[src/rtl/imem_loader_pkg.sv]
// Shared types and constants for the instruction-memory program loader.
package imem_loader_pkg;

  typedef enum logic [2:0] {
    IDLE,
    LEN_LO,
    LEN_HI,
    DATA,
    CHK,
    DONE,
    ERR
  } state_t;

  localparam int BYTES_PER_WORD = 4;
  localparam int LEN_W          = 16;

endpackage

[src/rtl/loader_xor_accum.sv]
// 8-bit XOR accumulator with synchronous clear and enable.
module loader_xor_accum (
  input  logic       clk,
  input  logic       reset,
  input  logic       clr,
  input  logic       en,
  input  logic [7:0] din,
  output logic [7:0] acc
);

  always_ff @(posedge clk) begin
    if (reset || clr) begin
      acc <= '0;
    end else if (en) begin
      acc <= acc ^ din;
    end
  end

endmodule

[src/rtl/imem_program_loader.sv]
// Framed byte-stream loader: length/checksum check, byte writes into
// instruction memory, and core hold until a frame loads cleanly.
module imem_program_loader
  import imem_loader_pkg::*;
#(
  parameter int MEM_BYTES = 36,
  parameter int ADDR_W    = 32
) (
  input  logic              clk,
  input  logic              reset,
  input  logic              start,
  input  logic [7:0]        byte_in,
  input  logic              byte_valid,
  output logic              byte_ready,
  output logic              mem_we,
  output logic [ADDR_W-1:0] mem_addr,
  output logic [7:0]        mem_wdata,
  output logic              busy,
  output logic              done,
  output logic              error,
  output logic              cpu_hold
);

  localparam logic [17:0] MEM_LIMIT = 18'(MEM_BYTES);

  state_t           state;
  state_t           state_nxt;
  logic [LEN_W-1:0] count;
  logic [17:0]      idx;
  logic [17:0]      total;
  logic [17:0]      len_total;
  logic [7:0]       acc;
  logic             accept;
  logic             restart;
  logic             lat_lo;
  logic             lat_hi;
  logic             wr;

  assign byte_ready = (state == LEN_LO) || (state == LEN_HI) ||
                      (state == DATA)   || (state == CHK);
  assign accept     = byte_valid && byte_ready;
  assign restart    = start && ((state == IDLE) || (state == DONE) ||
                                (state == ERR));

  // 18-bit byte totals so 4*count cannot wrap
  assign total      = 18'(count) * 18'(BYTES_PER_WORD);
  assign len_total  = 18'({byte_in, count[7:0]}) * 18'(BYTES_PER_WORD);

  assign busy       = byte_ready;
  assign done       = (state == DONE);
  assign error      = (state == ERR);
  assign cpu_hold   = (state != DONE);

  always_comb begin
    state_nxt = state;
    lat_lo    = 1'b0;
    lat_hi    = 1'b0;
    wr        = 1'b0;
    unique case (state)
      IDLE, DONE, ERR: begin
        if (start) state_nxt = LEN_LO;
      end
      LEN_LO: begin
        if (accept) begin
          lat_lo    = 1'b1;
          state_nxt = LEN_HI;
        end
      end
      LEN_HI: begin
        if (accept) begin
          lat_hi = 1'b1;
          if (len_total > MEM_LIMIT) state_nxt = ERR;
          else if (len_total == '0) state_nxt = CHK;
          else state_nxt = DATA;
        end
      end
      DATA: begin
        if (accept) begin
          wr = 1'b1;
          if (idx == total - 18'd1) state_nxt = CHK;
        end
      end
      CHK: begin
        if (accept) state_nxt = (byte_in == acc) ? DONE : ERR;
      end
      default: state_nxt = IDLE;
    endcase
  end

  always_ff @(posedge clk) begin
    if (reset) begin
      state     <= IDLE;
      count     <= '0;
      idx       <= '0;
      mem_we    <= 1'b0;
      mem_addr  <= '0;
      mem_wdata <= '0;
    end else begin
      state  <= state_nxt;
      mem_we <= wr;
      if (wr) begin
        mem_addr  <= ADDR_W'(idx);
        mem_wdata <= byte_in;
        idx       <= idx + 18'd1;
      end
      if (lat_lo) count[7:0]  <= byte_in;
      if (lat_hi) count[15:8] <= byte_in;
      if (restart) begin
        count    <= '0;
        idx      <= '0;
        mem_addr <= '0;
      end
    end
  end

  loader_xor_accum u_xor (
    .clk   (clk),
    .reset (reset),
    .clr   (restart),
    .en    (wr),
    .din   (byte_in),
    .acc   (acc)
  );

endmodule

[config.mk]
export PLATFORM = sky130hd
export DESIGN_NAME = imem_program_loader
export DESIGN_NICKNAME = d
export VERILOG_FILES = /design/src/rtl/imem_loader_pkg.sv /design/src/rtl/loader_xor_accum.sv /design/src/rtl/imem_program_loader.sv
export SDC_FILE = /design/constraint.sdc
export NUM_CORES = 1
export LEC_CHECK = 0
export ABC_AREA = 1
export BUFFER_PORTS_ARGS = -buffer_cell sky130_fd_sc_hd__buf_2
export CAP_MARGIN = 20
export CORE_ASPECT_RATIO = 1.2
export CORE_MARGIN = 2
export CORE_UTILIZATION = 57
export DETAILED_ROUTE_END_ITERATION = 10
export HOLD_SLACK_MARGIN = 0.15
export MAX_ROUTING_LAYER = met4
export PLACE_DENSITY = 0.8
export SYNTH_ARGS = -nofsm -noshare
export SYNTH_HDL_FRONTEND = slang
export SYNTH_SLANG_ARGS = --single-unit
[constraint.sdc]
create_clock -name clk -period 2.1 [get_ports clk]
set_input_delay 0.42 -clock clk [delete_from_list [all_inputs] [get_ports clk]]
set_output_delay 0.42 -clock clk [all_outputs]
set_load 0.01 [all_outputs]
==> results of run 1 <==
==> synthesized netlist by cell type (2+ instances only) <==
library cell  number  area share, %
a21oi_1           65            8.6
nand2_2            2           0.33
xor2_1             8            1.9
inv_2              7           0.69
dfxtp_1           72             38
xnor2_1           10            2.3
nor3_2             2           0.53
clkbuf_1          11            1.1
or2_2              6           0.99
nand3_1           38            5.0
buf_2              6           0.79
inv_1             49            4.9
o21ai_0           10            1.3
nor2_1            55            5.5
ha_1               3           0.99
buf_4             16            3.2
nor2_4             3           0.89
nand2_1          160             16
nand4_1           14            2.3
nor2_2             5           0.83
nor3_1             9            1.2
==> sequential cells by signal, indices dropped and copies added (netlist names) <==
name and count:
mem_addr 18, idx 18, u_xor.acc 8, count 16, mem_wdata 8, mem_we 1
state 3
==> final cells by class <==
cell class | count | area [sq um]
inverter | 57 | 216
clock inverter | 7 | 47.5
sequential | 72 | 1440
fill | 611 | 2200
timing repair buffer | 56 | 325
tap | 85 | 106
multi-input combinational | 412 | 1990
clock buffer | 9 | 124
==> timing repair <==
action,in CTS,in global routing
setup buffers,0,3
endpoints found under the hold margin,0,0
endpoints found under the setup margin,0,4
gates resized for setup,0,5
==> cells by family after synthesis <==
logic type | Yosys count | share of synthesized area (%)
simple gates | 297 | 34.5
flops | 72 | 38.1
fa+ha+maj | 3 | 0.992
xor+xnor | 18 | 4.16
compound gates | 80 | 11.2
buf+inv | 91 | 11.0
other cells | 1 | 0.0990
==> through the flow <==
stage | cells | utilization [%]
finish | 698 | 65.9
global route | 698 | 65.9
CTS | 695 | 65.4
detailed placement | 679 | 62.7
global placement | 679 | 62.7
floorplan | 575 | -
==> tightest hold or removal path: cells and delay by family <==
| kind | cells | cell delay (ns) |
|---|---|---|
| buffers and inverters | 1 | 0.14 |
| AND/OR/NAND/NOR | 1 | 0.07 |
| AO/OA/AOI/OAI | 1 | 0.05 |
==> power groups by stage <==
stage	combinational, mW	sequential, mW	clock (mW)
5_1_grt	1.59	1.53	1.04
4_1_cts	1.39	1.51	0.994
3_3_place_gp	1.35	1.54	0
2_1_floorplan	1.09	1.53	0
6_report	1.41	1.52	0.975
3_5_place_dp	1.39	1.54	0
==> per-layer routing <==
metal / vias up / track usage [%] / share of wire [%]
li1: 1858 / - / -
met1: 1652 / 31.4 / 46
met2: 80 / 42.1 / 47
met3: 19 / 4.63 / 3.8
met4: 0 / 14.0 / 3.3
met5: - / - / 0
==> how the worst min path moves through the flow <==
stage	to	slack (ns)	depth (start not counted)
final	mem_wdata[7]	0.37	3
after global routing	mem_wdata[3]	0.37	3
after CTS	mem_wdata[7]	0.35	3
after detailed placement	mem_addr[17]	0.45	2
after global placement	mem_addr[17]	0.44	2
after floorplan	u_xor.acc[0]	0.45	2
==> placed cells by master, fill, tap and decap left out, types with 12 or more instances in the layout <==
cell	synthesis	layout
a21oi_1	65	65
buf_2	6	43
buf_4	16	12
conb_1	1	14
dfxtp_1	72	71
inv_1	49	49
nand2_1	160	159
nand3_1	38	37
nand4_1	14	14
nor2_1	55	54
==> impl_metrics.py, run 1 <==
metrics = {
    "placement": {
        "gp_congestion": 0.909,
        "io_buffers": 43,
        "dpl-instance-area_sq_um": 4040,
        "dp_hpwl_mm": 6.51,
        "place_worst_setup_slack_ns": 0.0691,
    },
    "global_route": {
        "grt_pass1_vias": 3384,
        "grt_first_pass_wirelength_mm": 14.7,
        "grt_max_degree": 37,
        "track_usage_pct": 26.2,
        "grt-ovfl-total": 0,
        "grt_antenna_before_repair": 0,
    },
    "floorplan": {
        "die_area_sq_um": 7310,
        "start_util_pct": 58.7,
        "die_w_um": 78.4,
        "rows": 32,
        "num_io_pins": 58,
        "core_sq_um": 6450,
        "die_h_um": 93.3,
    },
    "logic_synthesis": {
        "ys_types": 32,
        "ys_seq_elements": 72,
        "yosysWarnings": 0,
        "synth-edff-count": 0,
        "synth_area_sq_um": 3790,
        "synthFlopType": "dfxtp_1",
        "avgSynthCellArea_sq_um": 6.74,
        "postSynthCellCount": 562,
        "yosysSeqAreaShare_pct": 38.1,
        "ys_async_sr_fraction_pct": 0,
    },
    "pwr": {
        "leakage_nw": 1.81,
        "power_density_nw_per_um2": 918,
        "swShare_pct": 39.9,
        "switchingPower_mw": 1.55,
        "pwr-share-comb_pct": 36.1,
        "p_total_mw": 3.90,
        "clock_power_share_pct": 25.0,
        "p_seq_share_pct": 38.9,
        "vdd_drop_max_mv": 0.658,
        "intPower_mw": 2.35,
    },
    "sta": {
        "whs_ns": 0.367,
        "slew_viol_final": 0,
        "grt_setup_unrepaired": "false",
        "period_share_pct": 95.2,
        "tns_ns": 0,
        "max_freq_mhz": 500,
        "setup_ws_ns": 0.102,
        "finalSetupViolCount": 0,
        "worst_clock_skew_ns": 0.00380,
        "fin_crit_ns": 2.00,
        "finalHoldViolCount": 0,
    },
    "worst_hold_path": {
        "hp-start": "byte_in[7]",
        "hold_class": "input pin to register",
    },
    "flow_run": {
        "maxCapViolCount": 0,
    },
    "clock_tree": {
        "cts_max_path_buffers": 2,
        "clkTransAtPathRegs_ns": 0.08,
        "cts_tree": "built",
        "clk_latency_ns": 0.36,
        "cts_buffers": 9,
        "ctsHoldBuffers": 0,
        "cts_sinks": 72,
        "cts_root_buf": "clkbuf_8",
        "htree_levels": 3,
    },
    "drt": {
        "drt_iter0_markers": 131,
        "ant_nets": 0,
        "firstDrtPassIters": 4,
        "routed_wirelength_mm": 8.80,
        "wire_per_inst_um": 12.6,
        "post_drt_via_cell_ratio": 5.17,
        "num_vias": 3609,
        "drc": 0,
    },
    "worst_setup_path": {
        "slowest_delay_ns": 0.42,
        "worstPathCellList": "inv_2, nor2_1, buf_4, nand2_1, nand3_1, buf_2",
        "path_depth": 6,
        "critPathCapture": "busy",
        "r2r_cells": 15,
        "slowest_stage": "dfxtp_1",
        "setup.worst_path.class": "register to output pin",
        "startpoint_type": "register",
        "worst_setup_path_end_kind": "output pin",
        "setup.worst_path.start": "state[0]",
        "critPathMaxFanout": 10,
        "critPathArrivalTime_ns": 1.58,
        "worst-path-buf-inv": 3,
        "r2r_end": "state[1]",
        "ff2ff_setup_slack_ns": 0.16,
        "r2r_start": "count[0]",
        "cp_data_required_time_ns": 1.68,
        "crit_family": "buffers and inverters",
    },
    "final_layout": {
        "diodes": 0,
        "drive_gt1_share_pct": 17.1,
        "nets": 623,
        "areaGrowthSynthToFinish_pct": 12.2,
        "final_cell_area_sq_um": 4250,
    },
    "status": {
        "outcome": "finished clean",
    },
}
(Power assumes the default switching activity.)
==> run 2, diff against run 1 <==
==> constraint.sdc (replaced) <==
create_clock -name clk -period 1.9 [get_ports clk]
set_input_delay 0.38 -clock clk [delete_from_list [all_inputs] [get_ports clk]]
set_output_delay 0.38 -clock clk [all_outputs]
set_load 0.01 [all_outputs]
==> impl_metrics.py, run 2 (same netlist as run 1, synthesis figures left out) <==
metrics = {
    "sta": {
        "worst_clock_skew_ns": 0.00858,
        "slew_viol_final": 0,
        "finalHoldViolCount": 0,
        "max_freq_mhz": 533,
        "whs_ns": 0.345,
        "finalSetupViolCount": 0,
        "grt_setup_unrepaired": "true",
        "fin_crit_ns": 1.88,
        "period_share_pct": 98.8,
    },
    "floorplan": {
        "rows": 32,
        "die_h_um": 93.3,
        "die_w_um": 78.4,
        "core_sq_um": 6450,
        "num_io_pins": 58,
        "die_area_sq_um": 7310,
        "start_util_pct": 58.7,
    },
    "worst_setup_path": {
        "critPathArrivalTime_ns": 2.12,
        "slowest_stage": "dfxtp_2",
        "worst_setup_path_end_kind": "register",
        "worst-path-buf-inv": 2,
        "critPathMaxFanout": 5,
        "worstPathCellList": "inv_2, ha_4, nor2_2, nor2_1, nand3_1, nor2_1, nand2_1, inv_1, nand3_1, nor2_1, nand3_1, nand2_2, nand3_1, nand2_1, nor2_1",
        "setup.worst_path.class": "register to register",
        "startpoint_type": "register",
        "r2r_start": "count[1]",
        "cp_data_required_time_ns": 2.14,
        "slowest_delay_ns": 0.38,
        "crit_family": "simple AND/OR/NAND/NOR gates",
        "r2r_end": "state[1]",
        "ff2ff_setup_slack_ns": 0.02,
        "r2r_cells": 15,
    },
    "drt": {
        "post_drt_via_cell_ratio": 5.20,
        "routed_wirelength_mm": 9.35,
        "wire_per_inst_um": 13.1,
        "drc": 0,
        "ant_nets": 0,
        "firstDrtPassIters": 5,
        "drt_iter0_markers": 205,
        "num_vias": 3726,
    },
    "clock_tree": {
        "cts_root_buf": "clkbuf_8",
        "clk_latency_ns": 0.35,
        "ctsHoldBuffers": 0,
        "cts_tree": "built",
        "clkTransAtPathRegs_ns": 0.08,
        "htree_levels": 3,
        "cts_max_path_buffers": 2,
        "cts_buffers": 9,
        "cts_sinks": 72,
    },
    "worst_hold_path": {
        "hold_class": "input pin to register",
        "min_to": "mem_wdata[3]",
        "min_path_cells": 3,
        "hp-start": "byte_in[3]",
    },
    "placement": {
        "placed_cells": 688,
        "dpl-instance-area_sq_um": 4120,
        "dp_hpwl_mm": 6.76,
        "io_buffers": 43,
        "gp_congestion": 0.899,
    },
    "final_layout": {
        "drive_gt1_share_pct": 22.5,
        "final_common_cell": "nand2_1",
        "nets": 641,
        "final_cell_area_sq_um": 4500,
        "final_cells": 716,
        "top_regs": "idx: 18 flops, mem_addr: 18 flops, count: 16 flops",
        "mostFrequentLayoutCells": "nand2_1 (156), dfxtp_1 (66), a21oi_1 (65)",
        "areaGrowthSynthToFinish_pct": 18.8,
        "diodes": 0,
    },
    "pwr": {
        "leakage_nw": 1.93,
        "clock_power_share_pct": 26.0,
        "pwr-share-comb_pct": 38.0,
        "switchingPower_mw": 1.77,
        "p_seq_share_pct": 36.0,
        "intPower_mw": 2.85,
        "swShare_pct": 38.4,
        "power_density_nw_per_um2": 1030,
        "vdd_drop_max_mv": 0.722,
    },
    "global_route": {
        "grt_antenna_before_repair": 0,
        "grt_first_pass_wirelength_mm": 15.3,
        "grt_max_degree": 47,
        "grt-ovfl-total": 0,
        "track_usage_pct": 26.9,
        "grt_pass1_vias": 3452,
    },
    "flow_run": {
        "maxCapViolCount": 0,
    },
    "status": {
        "outcome": "finished clean",
    },
}
run 2: cell types whose count changed in the layout (fill, tap and decap cells not counted), sizes merged:
cell | before | now
bufinv | 0 | 1
clkinv | 4 | 1
clkinvlp | 2 | 4
inv | 58 | 57
buf | 56 | 74
clkbuf | 9 | 10
run 2: how the worst max path moves through the flow:
stage              from       end  slack (ns)  depth (start not counted)
5_1_grt        count[1]  state[1]       -0.15                         15
3_5_place_dp   count[1]  state[2]       -0.03                         15
2_1_floorplan  count[0]  state[2]        0.15                         16
6_report       count[1]  state[1]        0.02                         15
4_1_cts        state[1]   idx[13]        0.02                         12
3_3_place_gp   count[1]  state[1]        0.07                         16
run 2: what timing repair did:
action / in CTS / in global routing
pin swaps: 0 / 10
setup buffers: 1 / 11
endpoints found under the setup margin: 6 / 10
resized for setup: 3 / 26
run 2: stage by stage:
step           setup TNS (ns)  setup slack [ns]  power (mW)  util (%)
5_1_grt                -0.503            -0.152        4.93      69.8
2_1_floorplan               0             0.155        2.89         -
4_1_cts                     0            0.0190        4.48      67.2
3_3_place_gp                0            0.0696        3.25      63.9
6_report                    0            0.0226        4.62      69.8
3_5_place_dp          -0.0786           -0.0316        3.28      63.9
run 2: metal layers:
metal / part of all wire [%] / GRT usage (%) / vias to the layer above
li1: - / - / 1898
met1: 43 / 31.9 / 1704
met4: 1.8 / 11.1 / 0
met3: 4.5 / 3.86 / 20
met5: 0 / - / -
met2: 51 / 45.7 / 104
run 2: power by group through the flow:
| stage | sequential (mW) | clock [mW] | combinational [mW] |
|---|---|---|---|
| 6_report | 1.67 | 1.20 | 1.76 |
| 4_1_cts | 1.65 | 1.21 | 1.62 |
| 3_5_place_dp | 1.69 | 0 | 1.59 |
| 5_1_grt | 1.68 | 1.28 | 1.97 |
| 2_1_floorplan | 1.69 | 0 | 1.20 |
| 3_3_place_gp | 1.69 | 0 | 1.56 |
run 2: worst register-to-register path, cell delays in order (launching register included):
cell and delay (ns):
dfxtp_2 0.38, inv_2 0.07, ha_4 0.27, nor2_2 0.03, nor2_1 0.13, nand3_1 0.08, nor2_1 0.11, nand2_1 0.07
inv_1 0.05, nand3_1 0.08, nor2_1 0.11, nand3_1 0.09, nand2_2 0.13, nand3_1 0.08, nand2_1 0.06, nor2_1 0.04
run 2: final cells by class:
type	instances	area [sq um]
multi-input combinational	412	2050
sequential	72	1450
clock buffer	10	128
timing repair buffer	74	473
tap	85	106
fill	549	1950
clock inverter	6	68.8
inverter	57	219
